--- config.mk ---
export PLATFORM = sky130hd
export DESIGN_NAME = serial_shift_engine
export DESIGN_NICKNAME = d
export VERILOG_FILES = /design/src/rtl/serial_shift_engine.sv
export SDC_FILE = /design/constraint.sdc
export NUM_CORES = 1
export LEC_CHECK = 0
export CORE_ASPECT_RATIO = 1.4
export CORE_UTILIZATION = 54
export DETAILED_ROUTE_END_ITERATION = 10
export PLACE_DENSITY = 0.74
export SLEW_MARGIN = 15
export SYNTH_ARGS = -nofsm -noshare
export SYNTH_HDL_FRONTEND = slang
export SYNTH_SLANG_ARGS = --single-unit
--- constraint.sdc ---
create_clock -name clk -period 2.2 [get_ports clk]
set_input_delay 0.44 -clock clk [delete_from_list [all_inputs] [get_ports clk]]
set_output_delay 0.44 -clock clk [all_outputs]
set_load 0.005 [all_outputs]
--- src/rtl/serial_shift_engine.sv ---
// serial_shift_engine
//   WIDTH-bit shift register with a built-in tick divider. It can be parallel
//   loaded while idle. After a start it makes exactly WIDTH shifts, one every
//   DIV clk cycles, in PISO, SIPO or rotate mode.
//
// Parameters
//   WIDTH      register width (>= 2)
//   DIV        clk cycles per shift tick (>= 1)
//   MSB_FIRST  1: shift toward MSB, ser_out = reg[WIDTH-1]
//              0: shift toward LSB, ser_out = reg[0]
//
// Ports
//   clk      system clock, rising edge
//   rst      asynchronous reset, active low
//   load     parallel load request (idle only, wins over start)
//   par_in   parallel load data
//   start    begin a WIDTH-shift run (idle only)
//   mode     00 PISO, 01 SIPO, 10 rotate, 11 reserved (start ignored)
//   abort    end the current run with no further shift and no done
//   ser_in   serial input bit for SIPO
//   ser_out  outgoing bit of the register
//   par_out  register contents
//   busy     high while a run is in progress
//   done     one-cycle pulse on run completion
module serial_shift_engine #(
   parameter int unsigned WIDTH     = 8,
   parameter int unsigned DIV       = 50000000,
   parameter bit          MSB_FIRST = 1'b1
) (
   input  logic             clk,
   input  logic             rst,
   input  logic             load,
   input  logic [WIDTH-1:0] par_in,
   input  logic             start,
   input  logic [1:0]       mode,
   input  logic             abort,
   input  logic             ser_in,
   output logic             ser_out,
   output logic [WIDTH-1:0] par_out,
   output logic             busy,
   output logic             done
);

   localparam int unsigned   TW        = (DIV > 1) ? $clog2(DIV) : 1;
   localparam int unsigned   BW        = $clog2(WIDTH + 1);
   localparam logic [TW-1:0] TICK_LAST = TW'(DIV - 1);
   localparam logic [BW-1:0] BIT_FULL  = BW'(WIDTH);

   typedef enum logic {
      IDLE,
      SHIFT
   } state_t;

   typedef enum logic [1:0] {
      MODE_PISO = 2'b00,
      MODE_SIPO = 2'b01,
      MODE_ROT  = 2'b10,
      MODE_RSVD = 2'b11
   } mode_t;

   state_t           state_q, state_d;
   mode_t            mode_q, mode_d;
   logic [WIDTH-1:0] shreg_q, shreg_d;
   logic [TW-1:0]    tick_q, tick_d;
   logic [BW-1:0]    bit_q, bit_d;
   logic             done_q, done_d;
   logic             tick;
   logic             out_bit;
   logic             fill;

   assign out_bit = MSB_FIRST ? shreg_q[WIDTH-1] : shreg_q[0];
   assign tick    = (tick_q == TICK_LAST);

   assign ser_out = out_bit;
   assign par_out = shreg_q;
   assign busy    = (state_q == SHIFT);
   assign done    = done_q;

   // Bit entering the register on a shift, chosen by the mode latched at start.
   always_comb begin
      fill = 1'b0;
      unique case (mode_q)
         MODE_PISO: fill = 1'b0;
         MODE_SIPO: fill = ser_in;
         MODE_ROT:  fill = out_bit;
         default:   fill = 1'b0;
      endcase
   end

   always_comb begin
      state_d = state_q;
      mode_d  = mode_q;
      shreg_d = shreg_q;
      tick_d  = tick_q;
      bit_d   = bit_q;
      done_d  = 1'b0;

      unique case (state_q)
         IDLE: begin
            if (load) begin
               shreg_d = par_in;
            end else if (start && (mode != 2'b11)) begin
               mode_d  = mode_t'(mode);
               bit_d   = BIT_FULL;
               tick_d  = '0;
               state_d = SHIFT;
            end
         end

         SHIFT: begin
            // abort takes priority over a coincident tick: no shift, no done
            if (abort) begin
               state_d = IDLE;
            end else begin
               tick_d = tick ? '0 : tick_q + TW'(1);
               if (tick) begin
                  if (MSB_FIRST) begin
                     shreg_d = {shreg_q[WIDTH-2:0], fill};
                  end else begin
                     shreg_d = {fill, shreg_q[WIDTH-1:1]};
                  end
                  bit_d = bit_q - BW'(1);
                  if (bit_q == BW'(1)) begin
                     state_d = IDLE;
                     done_d  = 1'b1;
                  end
               end
            end
         end

         default: state_d = IDLE;
      endcase
   end

   always_ff @(posedge clk or negedge rst) begin
      if (!rst) begin
         state_q <= IDLE;
         mode_q  <= MODE_PISO;
         shreg_q <= '0;
         tick_q  <= '0;
         bit_q   <= '0;
         done_q  <= 1'b0;
      end else begin
         state_q <= state_d;
         mode_q  <= mode_d;
         shreg_q <= shreg_d;
         tick_q  <= tick_d;
         bit_q   <= bit_d;
         done_q  <= done_d;
      end
   end

endmodule

## Yosys cells after proc, flatten, opt, wreduce, memory -nomap -nowiden

Index checks and enable logic that the tools add are counted.

| cells by class | value |
|---|---|
| eq/ne operators | 10 |
| reduce and logical (&&, ||, !) cells | 5 |
| multipliers | 0 |
| bitwise gates (word level) | 2 |
| magnitude comparators | 0 |
| add/sub/neg operators | 2 |
| shift operators | 0 |
| divide/modulo/power cells | 0 |
| multiplexer cells | 25 |

Operators with widths:

| cell | number |
|---|---|
| $mux 26 | 4 |
| $pmux 26 s2 | 1 |
| $add 26x1->26 const B | 1 |
| $eq 26x26->1 const B | 1 |
| $mux 8 | 3 |
| $mux 4 | 4 |
| $pmux 8 s2 | 1 |
| $ne 2x2->1 const B | 5 |
| $mux 1 | 9 |
| $reduce_and 3->1 | 3 |
| $pmux 4 s2 | 1 |
| $eq 4x1->1 const B | 1 |
| $pmux 1 s2 | 2 |
| $reduce_and 4->1 | 1 |
| $sub 4x1->4 const B | 1 |
| $eq 2x1->1 const B | 1 |
| $eq 2x2->1 const B | 1 |
| $ne 2x1->1 const B | 1 |
| $not 1->1 | 2 |
| $logic_and 1x1->1 | 1 |

| storage, ports and cells | value |
|---|---|
| output and inout bits | 11 |
| flip-flop bits (word level) | 42 |
| latch bits | 0 |
| memory bits (writable) | 0 |
| input bits | 16 |
| ROM bits | 0 |
| logic and storage cells | 50 |
| memories | 0 |

## Logic depth before layout (Yosys ltp)

| depth | value |
|---|---|
| depth in word-level cells | 5 |
| depth in mapped cells | 8 |

## Worst setup path after synthesis

OpenSTA, ideal clock, no wires.

| path | value |
|---|---|
| path kind | flip-flop to flip-flop |
| start | register tick_q[0] |
| end | register shreg_q[1] (netlist: par_out[1]) |
| data arrival time | 1,859 ps |
| period minus slack after synthesis | 1,997 ps |
| path slack | 203 ps |
| setup time | 139 ps |
| cell stages (with the launch flop) | 9 |
| path through | dfrtp_1 -> ha_1 -> and3_1 -> buf_2 -> nand2_4 -> nor4_4 -> buf_6 -> mux2i_1 -> a21oi_1 |

| between the ends | value |
|---|---|
| word-level cells in the longest chain between the ends | 3 |

Ends and longest elaborated chain:

| element | line | RTL |
|---|---|---|
| start: declaration | 64 | `logic [TW-1:0] tick_q, tick_d;` |
| start signal: assignment | 147 | `tick_q <= tick_d;` |
| $eq 26x26->1 | 72 | `assign tick = (tick_q == TICK_LAST);` |
| $ne 2x1->1 (no line) | n/a |  |
| $reduce_and 3->1 (no line) | n/a |  |
| end signal: assignment | 146 | `shreg_q <= shreg_d;` |
| end: declaration | 63 | `logic [WIDTH-1:0] shreg_q, shreg_d;` |

Every way passes these cells.
A chain may end at the register's enable or synchronous reset.

## Final worst setup path

| path | value |
|---|---|
| start | register tick_q[0] |
| end | register tick_q[23] |

| between the ends | value |
|---|---|
| word-level cells in the longest chain between the ends | 4 |

Ends and longest elaborated chain:

| element | line | RTL |
|---|---|---|
| $add 26x1->26 or $eq 26x26->1 (tied branches) | 115, 72 |  |
| $mux 26 * | 115 | `tick_d = tick ? '0 : tick_q + TW'(1);` |
| $mux 26 * | 112 | `if (abort) begin` |
| $pmux 26 s2 * | 98 | `unique case (state_q)` |

Mark *: on every way between the ends. The rest lies on a longest branch, timed or not. The select of a mux whose other input is x is not followed.

==> flow_summary.ini <==
[run_status]
status = finished, final reports clean

[global_route]
grt_pass1_vias = 2113
grt-ovfl-total = 0
grt_start_max_net_pins = 43
grtUsageTotal = 0.2660
antenna_found_initial = 0
grt_pass1_wl_um = 9597

[logic_synthesis]
synth_cells = 252
avgSynthCellArea_sq_um = 9.588
synth_common_cells = dfrtp_1 (42), a21oi_1 (18), nand2_1 (17), o21ai_0 (17), nor2_1 (14)
yosysTopAreaCellShare = 0.4350
yosys-top-cells-area = dfrtp_1 (44%), a21oi_1 (3.7%), o21ai_0 (3.5%), mux2i_1 (2.9%), nor3_1 (2.7%)
syn_area_sq_um = 2416
async_reset_ff_frac = 1.000
yosys.area.top_type = dfrtp_1
synthFlopType = dfrtp_1
yosysMostFrequentCell = dfrtp_1
ys_ff_latch = 42
syn_nets = 273
yosys_warnings = 0
ys_types = 47
synth_edf_count = 0
yosysSeqAreaShare = 0.4350

[cts]
cts.htree.levels = 2
numCtsBuffers = 5
post_cts_buffers = 0
cts_tree = built
cts_sinks = 42
ctsHoldBuffers = 0
clockBufferDepth = 2
cts_resized = 0
worstSkewPairLatency_ps = 300
clockRootBuffer = clkbuf_8
clkTransAtPathRegs_ps = 80

[die]
start_util = 0.5653
ios = 27
die_y_um = 81.15
die_area_sq_um = 4749
die_w_um = 58.53
row_count = 28
coreArea_sq_um = 4274

[timing]
worst_pin_slew_ps = 354.7
period_needed_ps = 2009
fmax_mhz = 497.8
hold_viol = 0
skew_ps = 9.161
period_share = 0.9132
worst_slack_ps = 191.1
relSlewSlack = 0.7636
rsz0062_at_grt = false
tns_ps = 0
slew_viol_final = 0
setup_viol = 0

[finish]
syn_to_final_growth_pct = 22.06
regArea_sq_um = 1051
design_area_sq_um = 2949
final_nets = 311
drive_gt1_frac = 0.1340
multi_input_area_sq_um = 1285
fillCellCount = 355
n_antenna_cell = 0

[placed_design]
post-place-ws_ps = 17.23
placed_cell_area_sq_um = 2848
routabilityCongestion = 0.8977
dp_hpwl_um = 3934
io_buffers = 26

[drt]
drt_wl_total_um = 5513
wl_per_cell_um = 15.71
ant_nets = 0
drt-vias-per-instance = 5.906
vias = 2073
dr.pass1.iters = 4
drc = 0
first_iter_violations = 102

[setup_path]
critPathMaxStageDelay_ps = 420
cp.required_ps = 2400
critPathCaptureType = flop
crit_chain = ha_1 > and3_1 > nand4_1 > buf_4 > o21ai_0 > buf_4 > or3_1 > o21ai_0
cp_top_family = simple AND/OR/NAND/NOR gates
cp-start-kind = flop
critPathBufInv = 2
crit_arrival_ps = 2210
worstPathMaxFanout = 5
crit_path_top_delay_cell = dfrtp_1
critPathKind = flop to flop

[power_and_ir_drop]
leakagePower_nw = 1.245
irDropWorstVdd_uv = 383.7
power_density_nw_per_um2 = 704.5

[flow_run]
drv_cap = 0

[worst_hold_path]
hold_path.class = input pin to asynchronous set/reset pin
==> cells by family (layout without fill, tap and decap cells) <==
logic type      Yosys count  after routing  synth area share
buf+inv                  19             58           0.03573
mux                      10             10           0.04298
simple gates             98             98            0.2418
flops                    42             42            0.4350
xor+xnor                  8              8           0.02900
fa+ha+maj                 5              5           0.02589
compound gates           70             70            0.1895
==> path summary, 6_finish.rpt <==
kind                       depth (start not counted)  slack, ps          to       start
setup / recovery                                   8        190  tick_q[23]   tick_q[0]
hold / removal                                     2         90  par_out[2]         rst
setup reg to reg                                   8        190  tick_q[23]   tick_q[0]
hold reg to reg                                    1        480  tick_q[22]  tick_q[22]
max in group asynchronous                          2       1880  tick_q[24]         rst
min in group clk                                   1        480  tick_q[22]  tick_q[22]
==> through the flow <==
stage / hold WS [ps] / cells / power (mW) / utilization
after floorplan: 144.4 / 252 / 1.321 / -
after global placement: 431.7 / 343 / 1.547 / 0.6663
after global routing: 119.0 / 351 / 2.212 / 0.6900
after CTS: 103.7 / 351 / 2.096 / 0.6885
final: 91.09 / 351 / 2.077 / 0.6900
after detailed placement: 429.7 / 343 / 1.560 / 0.6663
==> flip-flops by register name, indices dropped and copies added (netlist names) <==
register  cells
bit_q         4
par_out       8
busy          1
mode_q        2
tick_q       26
done          1
==> cells in the final DEF, fill, tap and decap left out, drive strengths merged, types with 4 or more instances in the layout <==
master         synthesis  layout
mux2i                  7       7
buf                    5      17
xnor2                  7       7
and3                   7       7
and2                   4       4
ha                     5       5
o32ai                  6       6
clkbuf                 6       6
and4                   4       4
a21o                   6       6
nand2                 18      18
nor4                   9       9
o21ai                 19      19
nor3                  13      13
a21oi                 19      19
inv                    8       8
nand3                 12      12
nand4                  5       5
dfrtp                 42      42
nor2                  14      14
clkdlybuf4s50          0      25
==> where the power goes <==
part | total (mW) | internal (mW) | switching (mW)
clock network | 0.529 | 0.252 | 0.276
registers | 1.02 | 0.886 | 0.137
logic | 0.526 | 0.279 | 0.246
total | 2.08 | 1.42 | 0.659
==> metal layers <==
metal | track usage | routed length [um] | vias up
met3 | 0.04459 | 184 | 11
met1 | 0.3138 | 2346 | 989
met2 | 0.4724 | 2858 | 50
li1 | - | - | 1023
met4 | 0.1119 | 125 | 0
met5 | 0 | 0 | -
==> worst register-to-register path: cells and delay by family (launching register included) <==
kind	cells	cell delay, ps
and+or+nand+nor	3	770
buffers and inverters	2	320
DFF	1	420
AOI/OAI and AO/OA	2	180
adders and majority gates	1	230
==> cell type report <==
| class | count | area share |
|---|---|---|
| repair buffers | 42 | 0.1400 |
| clock inverters | 2 | 0.004243 |
| multi-input cells | 191 | 0.4357 |
| clock buffers | 6 | 0.02800 |
| inverters | 8 | 0.01018 |
| well taps | 60 | 0.02546 |
| flip-flops and latches | 42 | 0.3564 |
Power figures use the tool's default switching activity.
